--- src/rtl/wb_ip_slot_decoder_if.sv ---
// Purpose: Wishbone bridge-side bus plus per-slot select/ack/data bundle for the IP slot decoder.
// Latency: none (signal bundle only).
// Backpressure: Wishbone ACK handshake; slots stall the bridge by withholding SLOT_ACK_i.
interface wb_ip_slot_decoder_if #(
    parameter int APERWIDTH = 17,
    parameter int NUM_SLOTS = 4
) ();
    logic [APERWIDTH-1:0]   WBs_ADR_i;
    logic                   WBs_CYC_i;
    logic                   WBs_STB_i;
    logic                   WBs_WE_i;
    logic [3:0]             WBs_BYTE_STB_i;
    logic [31:0]            WBs_DAT_i;
    logic [31:0]            WBs_DAT_o;
    logic                   WBs_ACK_o;
    logic [NUM_SLOTS-1:0]   SLOT_CYC_o;
    logic [NUM_SLOTS*32-1:0] SLOT_DAT_i;
    logic [NUM_SLOTS-1:0]   SLOT_ACK_i;

    // Decoder side
    modport slave (
        input  WBs_ADR_i, WBs_CYC_i, WBs_STB_i, WBs_WE_i, WBs_BYTE_STB_i, WBs_DAT_i,
        input  SLOT_DAT_i, SLOT_ACK_i,
        output WBs_DAT_o, WBs_ACK_o, SLOT_CYC_o
    );

    // Bridge and slot-model side
    modport master (
        output WBs_ADR_i, WBs_CYC_i, WBs_STB_i, WBs_WE_i, WBs_BYTE_STB_i, WBs_DAT_i,
        output SLOT_DAT_i, SLOT_ACK_i,
        input  WBs_DAT_o, WBs_ACK_o, SLOT_CYC_o
    );
endinterface

--- src/rtl/wb_ip_slot_decoder.sv ---
// Purpose: decode WBs_ADR into per-slot CYC selects, merge slot ACK/data, bus-timeout watchdog with error capture slot.
// Latency: slot accesses 0 added cycles; status slot 1 cycle; stalled access error-ACKed TIMEOUT_CYCLES after first req.
// Backpressure: slots stall via SLOT_ACK_i; master may abort by dropping CYC/STB. Option: WB_DECODER_FAST_UNMAPPED_EN.
module wb_ip_slot_decoder #(
    parameter int                               APERWIDTH           = 17,
    parameter int                               APERSIZE            = 10,
    parameter int                               NUM_SLOTS           = 4,
    parameter logic [NUM_SLOTS*APERWIDTH-1:0]   SLOT_BASE_ADDR      = {17'h07000, 17'h06000, 17'h05000, 17'h04000},
    parameter logic [APERWIDTH-1:0]             STATUS_BASE_ADDRESS = 17'h1F000,
    parameter logic [31:0]                      DEFAULT_READ_VALUE  = 32'hBADFABAC,
    parameter int                               TIMEOUT_CYCLES      = 16,
    parameter int                               TO_CNTR_WIDTH       = 5
) (
    input  logic                        WBs_CLK_i,
    input  logic                        WBs_RST_i,
    wb_ip_slot_decoder_if.slave         bus,
    output logic                        ERR_INTR_o
);
    localparam int DW = APERWIDTH - APERSIZE;
    localparam logic [TO_CNTR_WIDTH-1:0] TO_LAST = TO_CNTR_WIDTH'(TIMEOUT_CYCLES - 1);
    localparam logic [TO_CNTR_WIDTH-1:0] TO_MAX  = '1;
    localparam logic [3:0]               NO_SLOT = 4'(NUM_SLOTS);
    localparam logic [APERSIZE-1:0]      OFF_STATUS = APERSIZE'(12'h000);
    localparam logic [APERSIZE-1:0]      OFF_ADDR   = APERSIZE'(12'h004);
    localparam logic [APERSIZE-1:0]      OFF_CTRL   = APERSIZE'(12'h008);
    localparam logic [APERSIZE-1:0]      OFF_ID     = APERSIZE'(12'h00C);

    typedef enum logic [1:0] {S_IDLE, S_BUSY, S_STAT_ACK, S_ERR_ACK} state_t;

    state_t                     r_state;
    logic [TO_CNTR_WIDTH-1:0]   r_cnt;
    logic [APERWIDTH-1:0]       r_req_adr;
    logic                       r_req_we;
    logic [3:0]                 r_req_slot;
    logic                       r_valid, r_ovf, r_to, r_unm, r_we, r_en, r_intr;
    logic [3:0]                 r_slot;
    logic [APERWIDTH-1:0]       r_addr;

    logic                       w_req, w_stat_hit, w_stat_sel, w_unmapped, w_slot_ack, w_found;
    logic [NUM_SLOTS-1:0]       w_hit;
    logic [3:0]                 w_slot_idx;
    logic [31:0]                w_slot_dat, w_stat_dat;
    logic [APERSIZE-1:0]        w_off;
    logic                       w_stat_wr, w_capture, w_load;
    logic                       w_valid_nxt, w_ovf_nxt, w_en_nxt;
    logic                       w_unused;

    assign w_unused   = ^{bus.WBs_BYTE_STB_i[3:1], bus.WBs_DAT_i[31:2]};
    assign w_req      = bus.WBs_CYC_i & bus.WBs_STB_i;
    assign w_off      = bus.WBs_ADR_i[APERSIZE-1:0];
    assign w_stat_hit = bus.WBs_ADR_i[APERWIDTH-1:APERSIZE] == STATUS_BASE_ADDRESS[APERWIDTH-1:APERSIZE];
    // A slot window overlapping the status window shadows it.
    assign w_stat_sel = w_stat_hit & ~w_found;
    assign w_unmapped = w_req & ~w_found & ~w_stat_hit;
    assign w_slot_ack = |(bus.SLOT_ACK_i & w_hit);

    // Priority address decode (lowest slot wins) with the selected slot's read data
    always_comb begin
        w_hit      = '0;
        w_found    = 1'b0;
        w_slot_idx = NO_SLOT;
        w_slot_dat = DEFAULT_READ_VALUE;
        for (int k = 0; k < NUM_SLOTS; k++) begin
            if (!w_found && bus.WBs_ADR_i[APERWIDTH-1:APERSIZE] ==
                            SLOT_BASE_ADDR[k*APERWIDTH+APERSIZE +: DW]) begin
                w_hit[k]   = 1'b1;
                w_found    = 1'b1;
                w_slot_idx = 4'(k);
                w_slot_dat = bus.SLOT_DAT_i[k*32 +: 32];
            end
        end
    end

    // Local status register read view
    always_comb begin
        case (w_off)
            OFF_STATUS: w_stat_dat = {20'b0, r_slot, 3'b0, r_we, r_unm, r_to, r_ovf, r_valid};
            OFF_ADDR:   w_stat_dat = 32'(r_addr);
            OFF_CTRL:   w_stat_dat = {31'b0, r_en};
            OFF_ID:     w_stat_dat = {8'b0, 16'(TIMEOUT_CYCLES), 8'(NUM_SLOTS)};
            default:    w_stat_dat = DEFAULT_READ_VALUE;
        endcase
    end

    // Bridge-facing outputs; all selects are held off while in reset
    always_comb begin
        bus.SLOT_CYC_o = (WBs_RST_i && r_state != S_ERR_ACK && bus.WBs_CYC_i) ? w_hit : '0;
        bus.WBs_ACK_o  = WBs_RST_i & (w_slot_ack |
                         (w_req & (r_state == S_STAT_ACK || r_state == S_ERR_ACK)));
        if (r_state == S_ERR_ACK || !w_req) bus.WBs_DAT_o = DEFAULT_READ_VALUE;
        else if (w_found)                   bus.WBs_DAT_o = w_slot_dat;
        else if (w_stat_hit)                bus.WBs_DAT_o = w_stat_dat;
        else                                bus.WBs_DAT_o = DEFAULT_READ_VALUE;
    end

    // Next error/control state: w1c and CTRL writes first, then capture overrides
    always_comb begin
        w_stat_wr   = (r_state == S_STAT_ACK) & w_req & w_stat_sel & bus.WBs_WE_i & bus.WBs_BYTE_STB_i[0];
        w_capture   = (r_state == S_ERR_ACK);
        w_valid_nxt = r_valid;
        w_ovf_nxt   = r_ovf;
        w_en_nxt    = r_en;
        w_load      = 1'b0;
        if (w_stat_wr) begin
            if (w_off == OFF_STATUS) begin
                if (bus.WBs_DAT_i[0]) w_valid_nxt = 1'b0;
                if (bus.WBs_DAT_i[1]) w_ovf_nxt   = 1'b0;
            end
            if (w_off == OFF_CTRL) w_en_nxt = bus.WBs_DAT_i[0];
        end
        if (w_capture) begin
            if (w_valid_nxt) begin
                w_ovf_nxt = 1'b1;
            end else begin
                w_valid_nxt = 1'b1;
                w_ovf_nxt   = 1'b0;
                w_load      = 1'b1;
            end
        end
    end

    // Access FSM with saturating watchdog counter and request latch
    always_ff @(posedge WBs_CLK_i or negedge WBs_RST_i) begin
        if (!WBs_RST_i) begin
            r_state    <= S_IDLE;
            r_cnt      <= '0;
            r_req_adr  <= '0;
            r_req_we   <= 1'b0;
            r_req_slot <= '0;
        end else begin
            case (r_state)
                S_IDLE: begin
                    r_cnt <= '0;
                    if (w_req) begin
                        r_req_adr  <= bus.WBs_ADR_i;
                        r_req_we   <= bus.WBs_WE_i;
                        r_req_slot <= w_slot_idx;
                        if (w_stat_sel) begin
                            r_state <= S_STAT_ACK;
`ifdef WB_DECODER_FAST_UNMAPPED_EN
                        end else if (w_unmapped) begin
                            r_state <= S_ERR_ACK;
`endif
                        end else if (!w_slot_ack) begin
                            r_state <= S_BUSY;
                            r_cnt   <= TO_CNTR_WIDTH'(1);
                        end
                    end
                end
                S_BUSY: begin
                    if (!w_req || w_slot_ack) begin
                        r_state <= S_IDLE;
                        r_cnt   <= '0;
                    end else if (r_cnt == TO_LAST) begin
                        r_state <= S_ERR_ACK;
                        r_cnt   <= '0;
                    end else if (r_cnt != TO_MAX) begin
                        r_cnt <= r_cnt + 1'b1;
                    end
                end
                default: r_state <= S_IDLE;
            endcase
        end
    end

    // Error capture, control and registered interrupt
    always_ff @(posedge WBs_CLK_i or negedge WBs_RST_i) begin
        if (!WBs_RST_i) begin
            r_valid <= 1'b0;
            r_ovf   <= 1'b0;
            r_to    <= 1'b0;
            r_unm   <= 1'b0;
            r_we    <= 1'b0;
            r_slot  <= '0;
            r_addr  <= '0;
            r_en    <= 1'b0;
            r_intr  <= 1'b0;
        end else begin
            r_valid <= w_valid_nxt;
            r_ovf   <= w_ovf_nxt;
            r_en    <= w_en_nxt;
            r_intr  <= w_valid_nxt & w_en_nxt;
            if (w_load) begin
                r_unm  <= (r_req_slot == NO_SLOT);
`ifdef WB_DECODER_FAST_UNMAPPED_EN
                r_to   <= (r_req_slot != NO_SLOT);
`else
                r_to   <= 1'b1;
`endif
                r_we   <= r_req_we;
                r_slot <= r_req_slot;
                r_addr <= r_req_adr;
            end
        end
    end

    assign ERR_INTR_o = r_intr;
endmodule
--- src/flat_wrapper.sv ---
// flat-port wrapper written by rule: the top's interface ports become plain ports
module wb_ip_slot_decoder_flat 
#(
    parameter int                               APERWIDTH           = 17,
    parameter int                               APERSIZE            = 10,
    parameter int                               NUM_SLOTS           = 4,
    parameter logic [NUM_SLOTS*APERWIDTH-1:0]   SLOT_BASE_ADDR      = {17'h07000, 17'h06000, 17'h05000, 17'h04000},
    parameter logic [APERWIDTH-1:0]             STATUS_BASE_ADDRESS = 17'h1F000,
    parameter logic [31:0]                      DEFAULT_READ_VALUE  = 32'hBADFABAC,
    parameter int                               TIMEOUT_CYCLES      = 16,
    parameter int                               TO_CNTR_WIDTH       = 5
)
  (WBs_CLK_i, WBs_RST_i, ERR_INTR_o, bus_WBs_ADR_i, bus_WBs_CYC_i, bus_WBs_STB_i, bus_WBs_WE_i, bus_WBs_BYTE_STB_i, bus_WBs_DAT_i, bus_SLOT_DAT_i, bus_SLOT_ACK_i, bus_WBs_DAT_o, bus_WBs_ACK_o, bus_SLOT_CYC_o);
  wb_ip_slot_decoder_if #(.APERWIDTH(APERWIDTH), .NUM_SLOTS(NUM_SLOTS)) bus_i ();
  input  logic WBs_CLK_i;
  input  logic WBs_RST_i;
  output logic ERR_INTR_o;
  input wire logic [$bits(bus_i.WBs_ADR_i)-1:0] bus_WBs_ADR_i;
  input wire logic [$bits(bus_i.WBs_CYC_i)-1:0] bus_WBs_CYC_i;
  input wire logic [$bits(bus_i.WBs_STB_i)-1:0] bus_WBs_STB_i;
  input wire logic [$bits(bus_i.WBs_WE_i)-1:0] bus_WBs_WE_i;
  input wire logic [$bits(bus_i.WBs_BYTE_STB_i)-1:0] bus_WBs_BYTE_STB_i;
  input wire logic [$bits(bus_i.WBs_DAT_i)-1:0] bus_WBs_DAT_i;
  input wire logic [$bits(bus_i.SLOT_DAT_i)-1:0] bus_SLOT_DAT_i;
  input wire logic [$bits(bus_i.SLOT_ACK_i)-1:0] bus_SLOT_ACK_i;
  output wire logic [$bits(bus_i.WBs_DAT_o)-1:0] bus_WBs_DAT_o;
  output wire logic [$bits(bus_i.WBs_ACK_o)-1:0] bus_WBs_ACK_o;
  output wire logic [$bits(bus_i.SLOT_CYC_o)-1:0] bus_SLOT_CYC_o;
  assign bus_i.WBs_ADR_i = bus_WBs_ADR_i;
  assign bus_i.WBs_CYC_i = bus_WBs_CYC_i;
  assign bus_i.WBs_STB_i = bus_WBs_STB_i;
  assign bus_i.WBs_WE_i = bus_WBs_WE_i;
  assign bus_i.WBs_BYTE_STB_i = bus_WBs_BYTE_STB_i;
  assign bus_i.WBs_DAT_i = bus_WBs_DAT_i;
  assign bus_i.SLOT_DAT_i = bus_SLOT_DAT_i;
  assign bus_i.SLOT_ACK_i = bus_SLOT_ACK_i;
  assign bus_WBs_DAT_o = bus_i.WBs_DAT_o;
  assign bus_WBs_ACK_o = bus_i.WBs_ACK_o;
  assign bus_SLOT_CYC_o = bus_i.SLOT_CYC_o;
  wb_ip_slot_decoder #(.APERWIDTH(APERWIDTH), .APERSIZE(APERSIZE), .NUM_SLOTS(NUM_SLOTS), .SLOT_BASE_ADDR(SLOT_BASE_ADDR), .STATUS_BASE_ADDRESS(STATUS_BASE_ADDRESS), .DEFAULT_READ_VALUE(DEFAULT_READ_VALUE), .TIMEOUT_CYCLES(TIMEOUT_CYCLES), .TO_CNTR_WIDTH(TO_CNTR_WIDTH)) u_core (.WBs_CLK_i(WBs_CLK_i), .WBs_RST_i(WBs_RST_i), .bus(bus_i), .ERR_INTR_o(ERR_INTR_o));
endmodule
--- config.mk ---
export PLATFORM = sky130hd
export DESIGN_NAME = wb_ip_slot_decoder_flat
export DESIGN_NICKNAME = d
export VERILOG_FILES = /design/src/rtl/wb_ip_slot_decoder_if.sv /design/src/rtl/wb_ip_slot_decoder.sv /design/src/flat_wrapper.sv
export SDC_FILE = /design/constraint.sdc
export NUM_CORES = 1
export LEC_CHECK = 0
export ABC_AREA = 1
export CORE_MARGIN = 8
export CORE_UTILIZATION = 39
export DETAILED_ROUTE_END_ITERATION = 8
export PLACE_DENSITY = 0.92
export SYNTH_ARGS = -nofsm -noshare
export SYNTH_HDL_FRONTEND = slang
export SYNTH_SLANG_ARGS = --single-unit
export TNS_END_PERCENT = 50
--- constraint.sdc ---
create_clock -name WBs_CLK_i -period 3.85 [get_ports WBs_CLK_i]
set_input_delay 1.155 -clock WBs_CLK_i [delete_from_list [all_inputs] [get_ports WBs_CLK_i]]
set_output_delay 1.155 -clock WBs_CLK_i [all_outputs]
set_load 0.1 [all_outputs]
==> results of run 1 <==
## cell type report
| type | count | area (sq um) | share of cell area (%) |
|---|---|---|---|
| clock buffer | 7 | 96.3 | 1.22 |
| multi-input combinational | 457 | 2750 | 34.8 |
| sequential | 55 | 1380 | 17.5 |
| clock inverter | 1 | 7.51 | 0.0952 |
| timing repair buffer | 313 | 3280 | 41.6 |
| inverter | 45 | 206 | 2.62 |
| antenna | 1 | 2.50 | 0.0317 |
| tap | 133 | 166 | 2.11 |
## synth_stat cells, types with 4 or more instances
master,n,area [sq um]
nor2_1,45,169
o22ai_1,15,93.8
o21ai_1,22,110
a22o_1,4,35.0
clkbuf_1,12,45.0
inv_2,19,71.3
nand4_1,7,43.8
dfrtp_1,55,1380
o221ai_1,11,96.3
a21oi_1,16,80.1
o21ai_0,24,120
a21o_1,8,60.1
inv_1,24,90.1
buf_2,12,60.1
nand3_1,60,300
nand2_1,212,796
## path summary, 6_finish.rpt
path	start	end	cells after the start
max	bus_WBs_ADR_i[13]	bus_WBs_DAT_o[29]	12
min	u_core.r_to	u_core.r_to	2
max reg2reg	u_core.r_state[1]	u_core.r_slot[2]	9
min reg2reg	u_core.r_to	u_core.r_to	2
max in group asynchronous	WBs_RST_i	u_core.r_addr[11]	2
min in group asynchronous	WBs_RST_i	u_core.ERR_INTR_o	2
## kinds of logic after synthesis
group / after synthesis / synth area share [%]
buffers and inverters: 75 / 8.49
AOI/OAI and AO/OA: 110 / 17.6
adders and majority gates: 1 / 0.321
xor gates and xnor gates: 2 / 0.450
and+or+nand+nor: 343 / 37.8
DFF: 55 / 35.4
## sequential cells by signal, indices dropped and copies added, names as in the netlist
signal	count
u_core.ERR_INTR_o	1
u_core.r_addr	17
u_core.r_cnt	5
u_core.r_en	1
u_core.r_ovf	1
u_core.r_req_adr	17
u_core.r_req_slot	3
u_core.r_req_we	1
u_core.r_slot	3
u_core.r_state	2
u_core.r_to	1
u_core.r_unm	1
u_core.r_valid	1
u_core.r_we	1
## layer usage
metal,vias to the layer above,global-route usage (%),routed length [um],share of wire [%]
met5,-,0,0,0
met3,188,6.41,2470,11
li1,2523,-,-,-
met2,533,54.8,11400,49
met1,2760,30.3,7490,32
met4,0,19.4,2140,9.1
## where the power goes
| part | leakage [nW] | switching, mW | internal (mW) |
|---|---|---|---|
| sequential | 0.708 | 0.0261 | 0.614 |
| combinational | 2.88 | 0.179 | 0.224 |
| clock | 0.0505 | 0.201 | 0.164 |
| total | 3.63 | 0.406 | 1.00 |
## critical path, stage by stage
cell     delay (ps)
buf_2           160
inv_2            90
nand2_2          70
nor2_4          130
nand2_4         140
buf_6           150
buf_4           140
o22ai_1         210
nor2_1          100
o21ai_1         180
nand2_1         120
buf_12          180
## what timing repair did
action / in CTS / in global routing
resized for setup: 113 / 65
endpoints found under the setup margin: 37 / 32
setup buffers: 40 / 5
gates cloned: 1 / 0
hold buffers: 0 / 0
pin swaps: 30 / 36
## stage by stage
step / TNS [ps] / setup WS, ps
final: -919 / -148
after detailed placement: -19280 / -645
after global placement: -17570 / -582
after CTS: -42.1 / -36.5
after global routing: -2980 / -412
after floorplan: -3420 / -227
==> flow_summary.toml, run 1 <==
[final_layout]
fin_nets = 1068
fin_util_pct = 81.0
syn_to_final_growth_pct = 103
fill_cells = 512
drive_gt1_share_pct = 34.9
layout_commonest_cell = "nand2_1"
final_cell_mix = "nand2_1, clkdlybuf4s50_1, buf_4"
finalNonFillerCells = 1012
fin_area_sq_um = 7880

[global_routing]
grt_max_degree = 56
grt_pass1_vias = 6000
track_usage_pct = 30.0
overflow = 0
grt_pass1_wl_mm = 31.4
antenna_found_initial = 1

[detailed_routing]
dr.pass1.iters = 5
drc_errors = 0
drt-vias-per-instance = 5.93
drt-initial-drc-count = 710
vias = 6004
drt_wl_total_mm = 23.5
routedWlPerCell_um = 23.2
ant_nets = 0

[cts]
cts_made_buffers = 5
cts_max_level = 2
clockBufferDepth = 2
clockRootBuffer = "clkbuf_8"
clkTransAtPathRegs_ps = 90
clk_latency_ps = 330
tritoncts = "built"
cts.sink_count = 55

[sta]
maxSlewHeadroom_pct = 52.3
hold_violations = 0
worstMarginPinSlew_ps = 715
fmax_mhz = 250
hold_ws_ps = 481
fin_crit_sh_pct = 104
grt_setup_unrepaired = "yes"
slew_violations = 0
fin_skew_ps = 11.4
finalSetupViolCount = 24
fin_ws_ps = -148
min_period_ps = 4000

[synth]
syn_area_sq_um = 3890
syn_nets = 777
synth_cells = 586
ys_warn_count = 0
synth_edf_count = 0
async_reset_ff_share_pct = 100
ys.flop_type = "dfrtp_1"
synth.distinct_cells = 42
synth_seq_cells = 55
syn_area_per_cell_sq_um = 6.64
ys_seq_area_share_pct = 35.4

[critical_path]
path_max_fanout = 5
r2r_slack_ps = 1770
arrival_ps = 2840
required_ps = 2690
critPathKind = "input pin to primary output"
endpoint_kind = "primary output"
crit_path_start_kind = "input pin"

[power]
p_total_mw = 1.41
total_leakage_power_nw = 3.63
power.density_nw_per_um2 = 179
worst_ir_drop_vdd_v = 0.000260

[status]
status = "complete, but fails checks"
violations = "negative setup slack"

[placed_design]
dpl.hpwl_mm = 14.9
portBuffers = 194
placed_cells = 958
place_congestion = 1.01
placed_cell_area_sq_um = 7020

[die]
ios = 228
dieArea_sq_um = 13400
die_h_um = 116
rows = 36
initial_core_util_pct = 40.0
core-area_sq_um = 9730
die_x_um = 116

[hold_path]
hp-class = "flip-flop to flip-flop"

[flow_run]
cap_viol_max_count = 0
Power figures use the tool's default switching activity.
==> run 2, diff against run 1 <==
--- a/config.mk
+++ b/config.mk
@@ -9,7 +9,7 @@
 export CORE_MARGIN = 8
 export CORE_UTILIZATION = 39
 export DETAILED_ROUTE_END_ITERATION = 8
-export PLACE_DENSITY = 0.92
+export PLACE_DENSITY = 0.8
 export SYNTH_ARGS = -nofsm -noshare
 export SYNTH_HDL_FRONTEND = slang
 export SYNTH_SLANG_ARGS = --single-unit
==> run 2 against run 1 <==
- the run still ends with negative setup slack left
- critical path depth did not move
- maximum frequency rose by 3.7%
- worst setup slack improved by 140 ps
- core utilization rose by 0.90 points
- largest power group unchanged
==> flow_summary.toml, run 2 (synthesized netlist as in run 1, its figures left out) <==
[status]
status = "complete, but fails checks"
violations = "negative setup slack"

[flow_run]
cap_viol_max_count = 0

[critical_path]
arrival_ps = 2700
required_ps = 2690
critPathKind = "input pin to primary output"
crit_path_start_kind = "input pin"
endpoint_kind = "primary output"
r2r-start = "u_core.r_state[1]"
r2r_end = "u_core.r_addr[13]"
path_max_fanout = 6
r2r_cells = 9
r2r_slack_ps = 1980

[final_layout]
reg_top3 = "u_core.r_addr (17), u_core.r_req_adr (17), u_core.r_cnt (5)"
fill_cells = 594
fin_area_sq_um = 7970
final_cell_mix = "nand2_1, clkdlybuf4s50_1, buf_4"
layout_commonest_cell = "nand2_1"
syn_to_final_growth_pct = 105
fin_nets = 1052
drive_gt1_share_pct = 35.5
finalNonFillerCells = 995

[sta]
finalSetupViolCount = 1
setup-tns-final_ps = -3.51
fin_skew_ps = 10.3
min_period_ps = 3850
fmax_mhz = 260
hold_ws_ps = 492
fin_crit_sh_pct = 100
fin_ws_ps = -3.51
worstMarginPinSlew_ps = 675
maxSlewHeadroom_pct = 55.0
grt_setup_unrepaired = "yes"
hold_violations = 0
slew_violations = 0

[placed_design]
placed_cells = 958
place_congestion = 0.967
placed_cell_area_sq_um = 7090
portBuffers = 194
dpl.hpwl_mm = 14.7

[detailed_routing]
drc_errors = 0
drt-vias-per-instance = 5.48
ant_nets = 0
drt_wl_total_mm = 20.2
dr.pass1.iters = 5
vias = 5449
routedWlPerCell_um = 20.3
drt-initial-drc-count = 443

[die]
ios = 228
rows = 36
die_x_um = 116
core-area_sq_um = 9730
die_h_um = 116
initial_core_util_pct = 40.0
dieArea_sq_um = 13400

[hold_path]
hold_path.startpoint = "u_core.r_addr[12]"
hp-class = "flip-flop to flip-flop"
hold-path-endpoint = "u_core.r_addr[12]"
whs_path_depth = 2

[global_routing]
overflow = 0
grt_pass1_vias = 5308
antenna_found_initial = 1
track_usage_pct = 27.9
grt_pass1_wl_mm = 29.1
grt_max_degree = 56

[power]
power.density_nw_per_um2 = 166
worst_ir_drop_vdd_v = 0.000303
p_total_mw = 1.33
total_leakage_power_nw = 3.59

[cts]
cts.sink_count = 55
cts_made_buffers = 5
clockRootBuffer = "clkbuf_8"
cts_max_level = 2
clockBufferDepth = 2
tritoncts = "built"
hold_buffers = 0
clkTransAtPathRegs_ps = 90
clk_latency_ps = 310
[run 2: changes by cell type in the layout (fill, tap and decap cells not counted), moves of 4 or more]
cell and delta:
o22ai_1 -4, buf_12 +6, clkbuf_2 +4, o21ai_1 -7, nand3_1 -4, o21ai_2 +5, buf_4 -24
[run 2: per-stage QoR]
stage          worst slack (ps)  utilization [%]
6_report                  -3.51             81.9
5_1_grt                   -61.1             81.9
4_1_cts                    -105             79.3
3_5_place_dp               -574             72.9
3_3_place_gp               -512             72.9
2_1_floorplan              -227                -
[run 2: critical path, cell delays in order]
cell	delay, ps
dlygate4sd2_1	250
inv_2	70
nand2_4	60
buf_4	140
nor3_4	210
buf_4	150
buf_6	110
nand3_1	70
nand2_1	90
o21ai_2	80
nor2_4	130
buf_12	180
[run 2: per-layer routing]
metal,up-vias,global-route usage [%],wire [um]
met2,282,49.4,10100
met4,0,12.8,890
met1,2614,31.5,7600
met5,-,0,0
met3,54,5.73,1580
li1,2499,-,-
[run 2: worst max-delay path by stage]
stage | depth (start not counted) | end | start | slack, ps
floorplan | 11 | bus_WBs_DAT_o[11] | bus_WBs_ADR_i[15] | -230
global placement | 13 | bus_WBs_DAT_o[2] | bus_WBs_ADR_i[15] | -510
detailed placement | 14 | bus_WBs_DAT_o[8] | bus_WBs_ADR_i[15] | -570
CTS | 14 | bus_WBs_DAT_o[26] | bus_WBs_ADR_i[15] | -110
global route | 12 | bus_WBs_DAT_o[0] | bus_WBs_ADR_i[9] | -60
finish | 12 | bus_WBs_DAT_o[0] | bus_WBs_ADR_i[9] | -4
[run 2: where the power goes]
group	internal [mW]	switching [mW]
logic	0.212	0.159
registers	0.614	0.0250
clock network	0.142	0.175
[run 2: cell type report]
class	instances	area, sq um	area share, %
Clock inverter	1	5.00	0.0628
Sequential cell	55	1380	17.3
Multi-Input combinational cell	456	2870	36.0
Antenna cell	1	2.50	0.0314
Timing Repair Buffer	298	3270	41.0
Clock buffer	6	82.6	1.04
Inverter	45	201	2.53
Tap cell	133	166	2.09
[run 2: what timing repair did]
item,CTS,global route
setup buffers,17,11
setup endpoints to repair,36,32
pin swaps,34,37
gates resized for setup,123,66
cloned,1,1
